**src/rtl/multicycle_ctrl.sv**
```systemverilog
// Multicycle MIPS-style main controller: Moore FSM driving datapath
// strobes, plus a 16-bit retired-instruction counter.
// Build option: define MEM_WAIT_EN to stretch FETCH/MEMRD/MEMWR until
// mem_ready is high; otherwise mem_ready is ignored.
module multicycle_ctrl (
    input  logic        clk,
    input  logic        reset,
    input  logic [5:0]  opcode,
    input  logic [5:0]  funct,
    input  logic        zero,
    input  logic        mem_ready,
    output logic        pc_en,
    output logic        IorD,
    output logic        MemRead,
    output logic        MemWrite,
    output logic        IRWrite,
    output logic        MemToReg,
    output logic        RegDst,
    output logic        RegWrite,
    output logic        ALUSrcA,
    output logic        illegal_op,
    output logic [1:0]  ALUSrcB,
    output logic [1:0]  PCSource,
    output logic [3:0]  ALUControl,
    output logic [3:0]  state,
    output logic [15:0] instr_retired
);

    localparam logic [5:0] OP_RTYPE = 6'b000000;
    localparam logic [5:0] OP_LW    = 6'b100011;
    localparam logic [5:0] OP_SW    = 6'b101011;
    localparam logic [5:0] OP_BEQ   = 6'b000100;
    localparam logic [5:0] OP_BNE   = 6'b000101;
    localparam logic [5:0] OP_J     = 6'b000010;
    localparam logic [5:0] OP_ADDI  = 6'b001000;

    typedef enum logic [3:0] {
        S_FETCH  = 4'd0,  S_DECODE = 4'd1,  S_MEMADR = 4'd2,  S_MEMRD  = 4'd3,
        S_MEMWB  = 4'd4,  S_MEMWR  = 4'd5,  S_EXEC   = 4'd6,  S_ALUWB  = 4'd7,
        S_BRANCH = 4'd8,  S_JUMP   = 4'd9,  S_ADDIEX = 4'd10, S_ADDIWB = 4'd11
    } state_t;

    state_t      r_state;
    state_t      w_next;
    logic [15:0] r_retired;
    logic        w_rdy;
    logic        w_retire;

`ifdef MEM_WAIT_EN
    assign w_rdy = mem_ready;
`else
    // Memory always completes in one cycle; the port is kept for pin compatibility.
    logic w_unused_mem_ready;
    assign w_unused_mem_ready = mem_ready;
    assign w_rdy = 1'b1;
`endif

    // An instruction retires on the edge that leaves its final state.
    assign w_retire = (r_state == S_MEMWB)  || (r_state == S_ALUWB) ||
                      (r_state == S_BRANCH) || (r_state == S_JUMP)  ||
                      (r_state == S_ADDIWB) || ((r_state == S_MEMWR) && w_rdy);

    assign state         = r_state;
    assign instr_retired = r_retired;

    // State register and retire counter; reset wins over everything.
    always_ff @(posedge clk) begin
        if (reset) begin
            r_state   <= S_FETCH;
            r_retired <= 16'h0000;
        end else begin
            r_state <= w_next;
            if (w_retire)
                r_retired <= r_retired + 16'd1;
        end
    end

    // Next-state logic; opcode is held stable by the IR after FETCH.
    always_comb begin
        w_next = r_state;
        unique case (r_state)
            S_FETCH:  w_next = w_rdy ? S_DECODE : S_FETCH;
            S_DECODE: begin
                case (opcode)
                    OP_LW, OP_SW:   w_next = S_MEMADR;
                    OP_RTYPE:       w_next = S_EXEC;
                    OP_BEQ, OP_BNE: w_next = S_BRANCH;
                    OP_J:           w_next = S_JUMP;
                    OP_ADDI:        w_next = S_ADDIEX;
                    default:        w_next = S_FETCH;
                endcase
            end
            S_MEMADR: w_next = (opcode == OP_SW) ? S_MEMWR : S_MEMRD;
            S_MEMRD:  w_next = w_rdy ? S_MEMWB : S_MEMRD;
            S_MEMWR:  w_next = w_rdy ? S_FETCH : S_MEMWR;
            S_EXEC:   w_next = S_ALUWB;
            S_ADDIEX: w_next = S_ADDIWB;
            S_MEMWB, S_ALUWB, S_BRANCH, S_JUMP, S_ADDIWB: w_next = S_FETCH;
            default:  w_next = S_FETCH;
        endcase
    end

    // Per-state datapath controls; everything idles at 0 / ALU add.
    always_comb begin
        pc_en      = 1'b0;
        IorD       = 1'b0;
        MemRead    = 1'b0;
        MemWrite   = 1'b0;
        IRWrite    = 1'b0;
        MemToReg   = 1'b0;
        RegDst     = 1'b0;
        RegWrite   = 1'b0;
        ALUSrcA    = 1'b0;
        illegal_op = 1'b0;
        ALUSrcB    = 2'b00;
        PCSource   = 2'b00;
        ALUControl = 4'b0010;
        unique case (r_state)
            S_FETCH: begin
                MemRead = 1'b1;
                IRWrite = w_rdy;
                pc_en   = w_rdy;
                ALUSrcB = 2'b01;
            end
            S_DECODE: begin
                ALUSrcB = 2'b11;
                case (opcode)
                    OP_LW, OP_SW, OP_RTYPE, OP_BEQ, OP_BNE, OP_J, OP_ADDI: illegal_op = 1'b0;
                    default: illegal_op = 1'b1;
                endcase
            end
            S_MEMADR, S_ADDIEX: begin
                ALUSrcA = 1'b1;
                ALUSrcB = 2'b10;
            end
            S_MEMRD: begin
                MemRead = 1'b1;
                IorD    = 1'b1;
            end
            S_MEMWR: begin
                MemWrite = 1'b1;
                IorD     = 1'b1;
            end
            S_MEMWB: begin
                RegWrite = 1'b1;
                MemToReg = 1'b1;
            end
            S_EXEC: begin
                ALUSrcA = 1'b1;
                case (funct)
                    6'b100010: ALUControl = 4'b0110;
                    6'b100100: ALUControl = 4'b0000;
                    6'b100101: ALUControl = 4'b0001;
                    6'b101010: ALUControl = 4'b0111;
                    6'b100111: ALUControl = 4'b1100;
                    default:   ALUControl = 4'b0010;
                endcase
            end
            S_ALUWB: begin
                RegWrite = 1'b1;
                RegDst   = 1'b1;
            end
            S_ADDIWB: RegWrite = 1'b1;
            S_BRANCH: begin
                ALUSrcA    = 1'b1;
                ALUControl = 4'b0110;
                PCSource   = 2'b01;
                pc_en      = (opcode == OP_BNE) ? ~zero : zero;
            end
            S_JUMP: begin
                PCSource = 2'b10;
                pc_en    = 1'b1;
            end
            default: ;
        endcase
    end

endmodule

```
**config.mk**
```make
export PLATFORM = sky130hd
export DESIGN_NAME = multicycle_ctrl
export DESIGN_NICKNAME = d
export VERILOG_FILES = /design/src/rtl/multicycle_ctrl.sv
export SDC_FILE = /design/constraint.sdc
export NUM_CORES = 1
export LEC_CHECK = 0
export CORE_AREA = 2 2 58 60
export CTS_CLUSTER_SIZE = 30
export DETAILED_ROUTE_END_ITERATION = 8
export DIE_AREA = 0 0 60 62
export PLACE_DENSITY = 0.85
export SLEW_MARGIN = 20
export SYNTH_ARGS = -nofsm -noshare
export SYNTH_HDL_FRONTEND = slang
export SYNTH_SLANG_ARGS = --single-unit
```
**constraint.sdc**
```tcl
create_clock -name clk -period 2.4 [get_ports clk]
set_clock_uncertainty 0.2 [all_clocks]
set_input_delay 0.6 -clock clk [delete_from_list [all_inputs] [get_ports clk]]
set_output_delay 0.6 -clock clk [all_outputs]
set_load 0.02 [all_outputs]
```
---- Word-level counts from Yosys, hierarchy flattened ----
Cells that the tools add are included.
cells by class
  reduce and logical (&&, ||, !) cells .... 16
  equality and inequality tests ........... 22
  $lt $le $gt $ge ......................... 0
  divide/modulo/power cells ............... 0
  multiply operators ...................... 0
  shift operators ......................... 0
  multiplexer cells ....................... 19
  bitwise gates (word level) .............. 1
  $add $sub $neg .......................... 1
operators with widths
  cell                                                                    count
  6-bit equality test (second input constant)                             7
  4-bit one-hot mux with 5 select lines                                   2
  4-bit one-hot mux with 6 select lines                                   1
  16-bit by 1-bit adder with 16-bit output (second input constant)        1
  4-bit by 3-bit equality test with 1-bit output (second input constant)  4
  4-bit equality test (second input constant)                             4
  6-bit by 3-bit equality test with 1-bit output (second input constant)  2
  2-bit OR reduction                                                      6
  1-bit two-way mux                                                       11
  4-bit by 2-bit equality test with 1-bit output (second input constant)  2
  4-bit one-hot mux with 2 select lines                                   1
  7-bit OR reduction                                                      1
  6-bit by 2-bit equality test with 1-bit output (second input constant)  1
  6-bit by 4-bit equality test with 1-bit output (second input constant)  1
  6-bit logical NOT                                                       1
  2-bit one-hot mux with 3 select lines                                   1
  1-bit logical OR                                                        5
  4-bit by 1-bit equality test with 1-bit output (second input constant)  1
  4-bit logical NOT                                                       1
  2-bit one-hot mux with 2 select lines                                   1
  4-bit OR reduction                                                      1
  3-bit two-way mux                                                       1
  3-bit OR reduction                                                      1
  1-bit one-hot mux with 2 select lines                                   1
  1-bit inverter                                                          1
word-level totals
  register bits ........................... 20
  ROM bits ................................ 0
  word-level logic and storage cells ...... 61
  input port bits ......................... 16
  memories ................................ 0
  output and inout bits ................... 38
  bits in writable memories ............... 0
  bits in latches ......................... 0

---- Longest topological paths before layout ----
Gate-level depths: netlist of run 1.
  depth in word-level cells ............... 6
  mapped depth ............................ 5
  mapped depth without buffers ............ 4

---- Worst setup path after synthesis of run 1 ----
OpenSTA, ideal clock, no wires.
  path kind ............................... flip-flop to output port
  from .................................... register r_state[2], in the netlist state[2]
  to ...................................... output port ALUControl[3]
  arrival ................................. 1728 ps
  data required time ...................... 1600 ps
  slack ................................... -128 ps
  buffers on the path ..................... 0
  stages on the path, launching flop included .. 5
  cells stage by stage .................... dfxtp_1 > nand2b_1 > or4b_2 > nor2b_1 > and3_1
between the ends
  word-level cells in the longest chain between the ends .. 2
  elaborated cells on any way between the ends .. 3
  classes of those cells .................. 2 x eq/ne; 1 x mux
RTL lines
  what                                                                                   RTL line  RTL
  from (decl)                                                                            43        state_t r_state;
  from (signal assigned)                                                                 72        r_state <= w_next;
  4-bit equality test or 4-bit by 3-bit equality test with 1-bit output (tied branches)  118       unique case (r_state)
  4-bit one-hot mux with 2 select lines (*)                                              118
  to (decl)                                                                              24        output logic [3:0] ALUControl,
Mark *: on every way between the ends. The rest lies on a longest branch, timed or not.

---- Worst setup path after layout of run 1 ----
  from .................................... input port funct[4]
  to ...................................... output port ALUControl[3]
between the ends
  word-level cells in the longest chain between the ends .. 3
  elaborated cells on any way between the ends .. 7
  classes of those cells .................. 5 x eq/ne; 2 x mux
RTL lines
  what                                       RTL line  RTL
  from (decl)                                9         input logic [5:0] funct,
  6-bit equality test                        150       case (funct)
  4-bit one-hot mux with 5 select lines (*)  150
  4-bit one-hot mux with 2 select lines (*)  118
Marked as above.

==> impl_metrics.toml, run 1 <==
[outcome]
status = "complete, but fails checks"
failed_checks = "setup timing"

[synthesis]
synth_fp_nets = 178
synth_edf_count = 0
synthTopCellsByCount = "dfxtp_1 (20), nor2_1 (18), a21oi_1 (13), nor3_1 (9), o21ai_0 (9)"
synth_top_area_share_pct = 31.7
yosys_warnings = 0
synth_area_per_cell_sq_um = 7.83
synth_cells = 161
netlist_area_sq_mm = 0.00126
yosysSeqAreaShare_pct = 31.7
yosysTopAreaCell = "dfxtp_1"
ys_seq_elements = 20
synth.distinct_cells = 45
async_flop_share_pct = 0
synth_most_common_cell = "dfxtp_1"
ys_top_cells_by_area = "dfxtp_1 (32%), nor2_1 (5.4%), a21oi_1 (5.2%)"
synth_ff_type = "dfxtp_1"

[sta]
rsz0062_at_grt = "true"
setup-tns-final_ns = -0.380
max_freq_mhz = 390
fin_ws_ns = -0.162
slew_headroom_pct = 78.8
period_needed_ns = 2.56
hold_viol = 0
finalCritPeriodShare_pct = 107
drv_slew = 0
worst_pin_slew_ns = 0.318
setup_viol = 4
whs_ns = 0.287

[routing]
wl_mm = 3.82
remaining_drc_errors = 0
dr.pass1.iters = 4
wire_per_inst_microns = 13.6
avgViaCountPerCell = 5.18
drt_iter0_markers = 62
dr_total_vias = 1451
ant_nets = 0

[worst_setup_path]
startpoint = "funct[4]"
end_kind = "primary output"
cp_max_fo = 3
crit_path_end = "ALUControl[3]"
r2r_slack_ns = 0.29
worstRegToRegCells = 6
regToRegStartpoint = "state[2]$_SDFF_PP0_"
critPathKind = "input pin to primary output"
r2r-end = "instr_retired[15]$_SDFFE_PP0P_"
arrival_ns = 1.76
startpoint_type = "input pin"
cp.required_ns = 1.60

[clocking]
cts_tree = "done"
clock_sinks = 20
cts_buffer_depth = 2
postCtsHoldBufs = 0
clk_latency_ns = 0.30
cts_made_buffers = 3
cts_max_level = 1
cts.reportedPaths.clkPinSlew_ns = 0.11
cts_root_buffer = "clkbuf_4"

[placement]
place_congestion = 0.792
dp_hpwl_mm = 2.71
numPortBuffers = 52

[die]
die_area_sq_mm = 0.00372
fp.dieH_microns = 62
rows = 21
ios = 54
initial_core_util_pct = 39.7
core-area_sq_mm = 0.00318
die_w_microns = 60

[global_routing]
grt_max_degree = 20
grt_pass1_wl_mm = 6.23
grt_usage_pct = 21.6
grt_pass1_vias = 1331
grt_overflow = 0
antenna_found_initial = 0

[power]
peakVddDrop_v = 0.000215
p_leak_nw = 0.802
p_per_area_mw_per_mm2 = 301
seq_power_share_pct = 53.6
internal_power_mw = 0.461
p_clk_share_pct = 24.5
switching_share_pct = 26.2
combinationalPowerShare_pct = 21.9
netSwitchingPower_mw = 0.164

[min_path]
hold_path_class = "register to register"

[run]
cap_viol_max_count = 0

[cells_and_area]
areaGrowthSynthToFinish_pct = 64.3
insertedDiodeCount = 0
nets = 253
drive_gt1_share_pct = 32.1
==> layout by cell type (no fill, tap or decap), types with 3 or more instances in the layout <==
| master | synthesis | routed |
|---|---|---|
| clkbuf_4 | 0 | 3 |
| o21ai_0 | 9 | 7 |
| or3_1 | 4 | 4 |
| nor3_2 | 0 | 3 |
| clkdlybuf4s50_1 | 0 | 21 |
| dlygate4sd2_1 | 0 | 13 |
| or4_1 | 3 | 3 |
| nand3_1 | 8 | 7 |
| buf_2 | 0 | 4 |
| and3_1 | 4 | 3 |
| buf_4 | 1 | 27 |
| buf_6 | 0 | 5 |
| dfxtp_1 | 20 | 18 |
| nor3_1 | 9 | 5 |
| xor2_1 | 5 | 5 |
| a21oi_1 | 13 | 13 |
| nand2_1 | 6 | 6 |
| nand2b_4 | 0 | 3 |
| nand4_1 | 8 | 8 |
| nor2_1 | 18 | 17 |
| clkbuf_2 | 0 | 3 |
| o31ai_1 | 3 | 3 |
| clkdlybuf4s15_1 | 0 | 3 |
==> worst max-delay path: stages <==
cell             delay, ns
clkdlybuf4s15_1       0.17
or4b_4                0.57
nor2b_4               0.13
and3_4                0.18
buf_6                 0.11
==> flip-flops by register name, indices dropped and copies added (netlist names) <==
name           flops
instr_retired     16
state              4
==> metrics by stage <==
| step | instances | worst slack [ns] | total power [mW] | area (sq um) | utilization (%) |
|---|---|---|---|---|---|
| after global placement | 276 | -0.992 | 0.474 | 1990 | 62.7 |
| after detailed placement | 276 | -1.06 | 0.475 | 1990 | 62.7 |
| after CTS | 280 | -0.167 | 0.622 | 2050 | 64.4 |
| after floorplan | 161 | -0.0682 | 0.396 | 1270 | - |
| final | 280 | -0.162 | 0.625 | 2070 | 65.2 |
| after global routing | 280 | -0.195 | 0.652 | 2070 | 65.2 |
==> timing repair <==
action,in CTS,in global routing
endpoints found under the setup margin,18,12
buffers inserted,1,0
gates cloned,0,0
pin swaps,9,2
resized for setup,97,14
==> power groups by stage <==
stage,Clock (mW),Combinational [mW],Sequential [mW]
final,0.153,0.137,0.335
after global routing,0.170,0.146,0.335
after CTS,0.157,0.131,0.335
after detailed placement,0,0.133,0.342
after global placement,0,0.131,0.342
after floorplan,0,0.0502,0.346
==> how the worst min path moves through the flow <==
stage | to | startpoint | slack (ns) | cells after the start
after floorplan | instr_retired[15]$_SDFFE_PP0P_ | instr_retired[15]$_SDFFE_PP0P_ | 0.35 | 2
after global placement | instr_retired[15]$_SDFFE_PP0P_ | instr_retired[15]$_SDFFE_PP0P_ | 0.27 | 2
after detailed placement | instr_retired[15]$_SDFFE_PP0P_ | instr_retired[15]$_SDFFE_PP0P_ | 0.27 | 2
after CTS | instr_retired[15]$_SDFFE_PP0P_ | instr_retired[15]$_SDFFE_PP0P_ | 0.29 | 2
after global routing | instr_retired[15]$_SDFFE_PP0P_ | instr_retired[15]$_SDFFE_PP0P_ | 0.32 | 2
final | instr_retired[15]$_SDFFE_PP0P_ | instr_retired[15]$_SDFFE_PP0P_ | 0.29 | 2
==> cell type report <==
| class | count | area (sq um) |
|---|---|---|
| clock buffers | 3 | 22.5 |
| fillers | 276 | 1110 |
| inverters | 3 | 11.3 |
| multi-input cells | 130 | 903 |
| flip-flops and latches | 20 | 403 |
| well taps | 46 | 57.6 |
| repair buffers | 78 | 674 |
==> logic make-up after synthesis <==
| group | share of synthesized area [%] |
|---|---|
| adders and majority gates | 0.992 |
| buffers and inverters | 4.76 |
| DFF | 31.7 |
| muxes | 1.69 |
| AOI/OAI and AO/OA | 17.7 |
| and+or+nand+nor | 36.3 |
| xor gates and xnor gates | 6.85 |
==> per-layer routing <==
| metal | vias to the layer above | GRT usage [%] | part of all wire (%) |
|---|---|---|---|
| met5 | - | 0 | 0 |
| li1 | 733 | - | - |
| met3 | 2 | 3.52 | 2.6 |
| met1 | 683 | 28.9 | 43 |
| met4 | 0 | 2.86 | 0.50 |
| met2 | 33 | 37.6 | 53 |
Power figures use the tool's default switching activity.
==> inputs of run 2 (changes only) <==
- CTS_CLUSTER_DIAMETER: not set -> 60
==> results of run 2 <==
Final layout, timing and power as in run 1 (identical DEF).
